==> src/rtl/branch_resolve_unit.sv <==
// ---------------------------------------------------------------------------
// branch_resolve_unit
//
// Execute-stage branch resolution. Evaluates conditional branches, JAL and
// JALR, computes the actual target and next PC, and compares the next PC
// with the one fetch predicted. Produces registered resolution, BTB-update
// and flush outputs. After a mispredict it squashes the wrong-path
// instructions already in flight, using a down-counter.
//
// Optional feature macro: BRU_PERF_CNT_EN
//   defined     -> perf_branches / perf_mispredicts are live 32-bit counters
//   not defined -> both ports tied to 0, no counter flops
//
// Parameters:
//   KILL_CYCLES           non-stalled cycles squashed after a mispredict (1-7)
//
// Ports:
//   clk, reset            rising-edge clock, synchronous active-high reset
//   stall                 freezes capture, kill counter and all outputs
//   in_valid, in_pc       instruction present / its PC
//   in_op                 branch opcode (non-branch codes never mispredict)
//   in_rs1, in_rs2        operand values
//   in_imm                sign-extended offset
//   in_pred_pc            next PC chosen by fetch
//   branch_taken_execute  pulse: resolved op was a taken branch or jump
//   pc_execute            PC of the resolved instruction
//   target_pc_execute     computed target, regardless of direction
//   flush                 pulse: mispredict, fetch must redirect
//   redirect_pc           correct next PC, valid while flush is high
//   link_value            in_pc+4 for JAL/JALR, 0 otherwise
//   squash                high while the kill counter is nonzero
//   perf_branches         branch-class capture count
//   perf_mispredicts      mispredict capture count
// ---------------------------------------------------------------------------
module branch_resolve_unit #(
    parameter int KILL_CYCLES = 2
) (
    input  logic        clk,
    input  logic        reset,
    input  logic        stall,
    input  logic        in_valid,
    input  logic [31:0] in_pc,
    input  logic [3:0]  in_op,
    input  logic [31:0] in_rs1,
    input  logic [31:0] in_rs2,
    input  logic [31:0] in_imm,
    input  logic [31:0] in_pred_pc,
    output logic        branch_taken_execute,
    output logic [31:0] pc_execute,
    output logic [31:0] target_pc_execute,
    output logic        flush,
    output logic [31:0] redirect_pc,
    output logic [31:0] link_value,
    output logic        squash,
    output logic [31:0] perf_branches,
    output logic [31:0] perf_mispredicts
);

    // state | meaning
    // IDLE  | kill_cnt == 0, valid instructions are captured
    // KILL  | kill_cnt  > 0, incoming instructions are squashed
    typedef enum logic {
        IDLE = 1'b0,
        KILL = 1'b1
    } kill_state_t;

    localparam logic [2:0] KILL_LOAD = 3'(KILL_CYCLES);

    localparam logic [3:0] OP_JAL  = 4'b0010;
    localparam logic [3:0] OP_JALR = 4'b0011;
    localparam logic [3:0] OP_BEQ  = 4'b1000;
    localparam logic [3:0] OP_BNE  = 4'b1001;
    localparam logic [3:0] OP_BLT  = 4'b1100;
    localparam logic [3:0] OP_BGE  = 4'b1101;
    localparam logic [3:0] OP_BLTU = 4'b1110;
    localparam logic [3:0] OP_BGEU = 4'b1111;

    logic [2:0]  kill_cnt;
    logic [2:0]  kill_cnt_next;
    kill_state_t kill_state;

    logic        is_branch;
    logic        is_link;
    logic        taken;
    logic [31:0] target;
    logic [31:0] pc_plus4;
    logic [31:0] actual_next;
    logic        mispredict;
    logic        capture;

    logic        taken_next;
    logic [31:0] pc_next;
    logic [31:0] target_next;
    logic        flush_next;
    logic [31:0] redirect_next;
    logic [31:0] link_next;

    assign kill_state = (kill_cnt != 3'd0) ? KILL : IDLE;
    assign squash     = (kill_state == KILL);

    // ------------------------------------------------------------------
    // Resolution datapath
    // ------------------------------------------------------------------
    assign pc_plus4 = in_pc + 32'd4;

    always_comb begin
        is_branch = 1'b1;
        is_link   = 1'b0;
        taken     = 1'b0;
        target    = in_pc + in_imm;
        case (in_op)
            OP_JAL: begin
                is_link = 1'b1;
                taken   = 1'b1;
            end
            OP_JALR: begin
                is_link = 1'b1;
                taken   = 1'b1;
                target  = (in_rs1 + in_imm) & 32'hFFFF_FFFE;
            end
            OP_BEQ:  taken = (in_rs1 == in_rs2);
            OP_BNE:  taken = (in_rs1 != in_rs2);
            OP_BLT:  taken = ($signed(in_rs1) <  $signed(in_rs2));
            OP_BGE:  taken = ($signed(in_rs1) >= $signed(in_rs2));
            OP_BLTU: taken = (in_rs1 <  in_rs2);
            OP_BGEU: taken = (in_rs1 >= in_rs2);
            default: is_branch = 1'b0;
        endcase
    end

    assign actual_next = taken ? target : pc_plus4;
    assign mispredict  = is_branch && (actual_next != in_pred_pc);
    assign capture     = in_valid && !stall && (kill_state == IDLE);

    // ------------------------------------------------------------------
    // Next-state / next-output logic. Everything holds by default, which
    // gives the stall behaviour; a non-stalled edge clears the pulses and
    // either counts down the kill window or captures.
    // ------------------------------------------------------------------
    always_comb begin
        kill_cnt_next = kill_cnt;
        taken_next    = branch_taken_execute;
        pc_next       = pc_execute;
        target_next   = target_pc_execute;
        flush_next    = flush;
        redirect_next = redirect_pc;
        link_next     = link_value;

        if (!stall) begin
            taken_next = 1'b0;
            flush_next = 1'b0;
            case (kill_state)
                KILL: kill_cnt_next = kill_cnt - 3'd1;
                IDLE: begin
                    if (in_valid) begin
                        taken_next  = is_branch && taken;
                        pc_next     = in_pc;
                        target_next = target;
                        link_next   = is_link ? pc_plus4 : 32'd0;
                        if (mispredict) begin
                            flush_next    = 1'b1;
                            redirect_next = actual_next;
                            kill_cnt_next = KILL_LOAD;
                        end
                    end
                end
                default: kill_cnt_next = 3'd0;
            endcase
        end
    end

    always_ff @(posedge clk) begin
        if (reset) begin
            kill_cnt             <= 3'd0;
            branch_taken_execute <= 1'b0;
            pc_execute           <= 32'd0;
            target_pc_execute    <= 32'd0;
            flush                <= 1'b0;
            redirect_pc          <= 32'd0;
            link_value           <= 32'd0;
        end else begin
            kill_cnt             <= kill_cnt_next;
            branch_taken_execute <= taken_next;
            pc_execute           <= pc_next;
            target_pc_execute    <= target_next;
            flush                <= flush_next;
            redirect_pc          <= redirect_next;
            link_value           <= link_next;
        end
    end

    // ------------------------------------------------------------------
    // Performance counters
    // ------------------------------------------------------------------
`ifdef BRU_PERF_CNT_EN
    logic [31:0] perf_br_q;
    logic [31:0] perf_mp_q;

    always_ff @(posedge clk) begin
        if (reset) begin
            perf_br_q <= 32'd0;
            perf_mp_q <= 32'd0;
        end else if (capture) begin
            if (is_branch) begin
                perf_br_q <= perf_br_q + 32'd1;
            end
            if (mispredict) begin
                perf_mp_q <= perf_mp_q + 32'd1;
            end
        end
    end

    assign perf_branches    = perf_br_q;
    assign perf_mispredicts = perf_mp_q;
`else
    assign perf_branches    = 32'd0;
    assign perf_mispredicts = 32'd0;

    // capture only feeds the counters; keep it referenced in this build
    logic unused_capture;
    assign unused_capture = capture;
`endif

endmodule

==> config.mk <==
export PLATFORM = sky130hd
export DESIGN_NAME = branch_resolve_unit
export DESIGN_NICKNAME = d
export VERILOG_FILES = /design/src/rtl/branch_resolve_unit.sv
export SDC_FILE = /design/constraint.sdc
export NUM_CORES = 1
export LEC_CHECK = 0
export ABC_CLOCK_PERIOD_IN_PS = 6980
export BUFFER_PORTS_ARGS = -buffer_cell sky130_fd_sc_hd__buf_2
export CORE_ASPECT_RATIO = 0.6
export CORE_MARGIN = 5
export CORE_UTILIZATION = 53
export DETAILED_ROUTE_END_ITERATION = 10
export GPL_ROUTABILITY_DRIVEN = 0
export GPL_TIMING_DRIVEN = 0
export PLACE_DENSITY = 0.8
export RECOVER_POWER = 100
export SYNTH_ARGS = -nofsm -noshare
export SYNTH_HDL_FRONTEND = slang
export SYNTH_SLANG_ARGS = --single-unit
==> constraint.sdc <==
create_clock -name clk -period 6.98 [get_ports clk]
set_input_delay 1.396 -clock clk [delete_from_list [all_inputs] [get_ports clk]]
set_output_delay 1.396 -clock clk [all_outputs]
set_load 0.01 [all_outputs]
==> results list <==
- Skew-Pair Late Insertion Delay: 0.43 ns
* Count of max-cap constraint violations: 0
- TritonCTS built the clock tree.
- The final route contains 14500 vias.
- From synthesis to final layout, the design area changed by 21.7%.
* Remaining design rule violation count: 0
- Pin count of the biggest net entering global routing: 17
* Tightest hold margin: 0.454 ns
- The setup path with the least slack is of type in -> reg.
- Required time of the critical path: about 7.3 ns
- Die Y-Extent: 125 um
- Synthesis inferred between 100 and 150 register bits.
* Leading cell type in the layout, fill and taps excluded: sky130_fd_sc_hd__clkbuf_1
- Number of global-route vias before repair: ~13000
* Standard cell core area: 22000 um2
- Antenna violations before repair: 9
* Synth Warn #: 0
* Syn Std Cell Area: between 10000 and 15000 um2
* Sort of element at the start of the critical path: input pin
* Deepest level of the CTS H-tree: 4
- The first global-routing pass estimated between 70 and 80 mm of wire.
- The first routing iteration left 2313 violations.
- After detailed routing, the average wire length per cell comes to 22.3 um.
* Root buf cell: sky130_fd_sc_hd__clkbuf_16
* Number of buffers inserted during clock tree synthesis: 17
* TritonCTS sink count: between 100 and 150
- Critical Path End Type: register
- Setup repair after global routing left no endpoint under its margin.
* Final cycle utilization of the critical path: 0.987
- Headroom to the max-slew limit came out at 0.332.
* Leakage power: between 6 and 7 nW
- Gr usage total: 0.374
* Setup violations, final: 0
* Count of TritonRoute iterations in the first routing pass: 9
* Clock Tree Buf Depth: 2
* Initial Utilization: 0.536
* Count of endpoints failing hold in the final timing report: 0
* Overall power consumption: 3.16 mW
- In the synthesized netlist the dominant register cell turns out to be sky130_fd_sc_hd__dfxtp_1.
- Pin placement for this block handled 363 I/O pins.
- The final number of max-transition violations is 0.
- The library cells used most frequently in the layout, excluding fill and tap cells, are 213 x sky130_fd_sc_hd__clkbuf_1, 177 x sky130_fd_sc_hd__nand2_1, 162 x sky130_fd_sc_hd__buf_2.
- Fraction of synthesized area in multiplexers: 0.0202
* Post-synthesis simple-gate area fraction: 0.233
* Avg Inst Size Synth: 7.40 um2
* FP Rows: 42
- Worst-path clk slew: 0.06 ns
- Synthesis handed over a netlist of around 1600 instances.
* Share of synthesized cell area in full adder, half adder and majority cells: 0.105
* P per Cell Area: 221 nW/um2
* Die footprint: 25400 um2
- The final layout contains approximately 2200 nets.
- Transition time of the tightest slew-check pin: a little under 1 ns
- In this run the worst path has a maximum fanout of 10.
- Fraction of the mapped netlist area in compound gates: 0.266
- Antenna viol nets, final: 0
- Across the VDD grid, the largest voltage drop is about 0.18 mV.
- Share of cells above drive strength 1: 0.147
- The HPWL after detailed placement is roughly 41 mm.
- Global routing finished with a remaining overflow of 0.
- Distinct cells, synth: just over 80
* Port Buf Inserts: approximately 300
- For this run, the register share of the synthesized area comes to 0.226.
- The layout has 2066 filler cells.
- Share of async-settable or async-resettable flops after synthesis: 0
- Hold_buf cts: 0
- Post-Route Skew: slightly below 0.007 ns
- Path category of the worst min-delay check: reg -> reg
* EDFF count, synth: 0
- The smallest clock period supported by the final layout is computed as approximately 6.9 ns.
- Outcome: completed
- Data arrival, critical path: approximately 7.2 ns
- Post-detailed-route via-to-cell ratio: 6.37
* Total wire length: ~50 mm
* Post-synthesis share of cell area spent on xor and xnor gates: 0.0595
- Die width: roughly 200 um
- Based on the critical path, the design can be clocked at up to approximately 150 MHz.
- Main combinational cell family by area after synthesis: compound AO/OA/AOI/OAI gates
## metrics by stage
step	setup slack [ns]	cell area [um2]	util	setup TNS [ns]	cells
after global routing	0.0744	14300	0.652	0	2274
after global placement	0.103	13900	0.631	0	2237
after CTS	0.320	14500	0.659	0	2269
after floorplan	1.48	12000	-	0	1654
after detailed placement	-0.0716	13900	0.631	-0.615	2237
final	0.0909	14300	0.652	0	2275
## logic make-up after synthesis
group           Yosys count
simple gates            575
compound gates          468
buf+inv                 213
flops                   133
fa+ha+maj                98
xor+xnor                 80
mux                      23
other cells               1
## path summary, 6_finish.rpt
kind / start / end / slack, ns / cells past startpoint
setup reg to reg: kill_cnt[0] / link_value[3] / 3.64 / 11
hold reg to reg: redirect_pc[4] / redirect_pc[4] / 0.45 / 2
setup / recovery: in_rs1[31] / redirect_pc[0] / 0.09 / 20
hold / removal: redirect_pc[4] / redirect_pc[4] / 0.45 / 2
## cell usage after synthesis (all sizes together) (35+ instances only)
master  number  area [um2]
nand2      177         667
nor2       144         543
a21oi      140         704
dfxtp      133        2660
ha          96        1200
o21ai       79         395
buf         76         538
clkbuf      73         274
inv         63         236
nand3       57         285
xnor2       45         394
nor3        42         210
xor2        35         307
## sequential cells by signal, summed over array words and instances (netlist names)
name and flops:
pc_execute 32, kill_cnt 3, branch_taken_execute 1, link_value 32, target_pc_execute 32, flush 1, redirect_pc 32
## routing by layer
layer	routed length, um	global-route usage	vias up
met5	127	0	-
met4	2090	0.116	8
met3	8830	0.167	235
met2	19700	0.524	1157
met1	20000	0.513	6645
li1	-	-	6437
## cell type report
class / instances / area [um2] / area share
Clock buffer: 17 / 425 / 0.0297
Timing Repair Buffer: 297 / 1310 / 0.0917
Tap cell: 286 / 358 / 0.0250
Multi-Input combinational cell: 1308 / 8300 / 0.579
Buffer: 149 / 812 / 0.0567
Sequential cell: 133 / 2660 / 0.186
Antenna cell: 6 / 15.0 / 0.00105
Clock inverter: 15 / 196 / 0.0137
Inverter: 64 / 240 / 0.0168
## worst max-delay path, cell delays in order
cell,delay [ns]
sky130_fd_sc_hd__buf_2,0.13
sky130_fd_sc_hd__ha_1,0.44
sky130_fd_sc_hd__nand3_1,0.30
sky130_fd_sc_hd__or3_1,0.47
sky130_fd_sc_hd__nor4_1,0.44
sky130_fd_sc_hd__o21ai_0,0.18
sky130_fd_sc_hd__a21oi_1,0.27
sky130_fd_sc_hd__a41o_1,0.13
sky130_fd_sc_hd__buf_2,0.22
sky130_fd_sc_hd__clkbuf_1,0.48
sky130_fd_sc_hd__nor2_1,0.19
sky130_fd_sc_hd__clkbuf_1,0.33
sky130_fd_sc_hd__nor3_1,0.26
sky130_fd_sc_hd__o31ai_1,0.11
sky130_fd_sc_hd__nor4_1,0.53
sky130_fd_sc_hd__nand4_1,0.30
sky130_fd_sc_hd__o41ai_4,0.45
sky130_fd_sc_hd__nor2_2,0.12
sky130_fd_sc_hd__clkbuf_2,0.23
sky130_fd_sc_hd__a211oi_1,0.25
## power by group
group | internal (mW) | switching (mW)
Combinational | 0.435 | 0.860
Sequential | 0.855 | 0.0556
Clock | 0.572 | 0.386
Total | 1.86 | 1.30
## repair_timing
| item | in CTS | in global routing |
|---|---|---|
| buffers inserted | 0 | 0 |
| resized for setup | 0 | 2 |
| endpoints found under the setup margin | 0 | 31 |
Note: power is estimated with default switching activity, not from simulation.
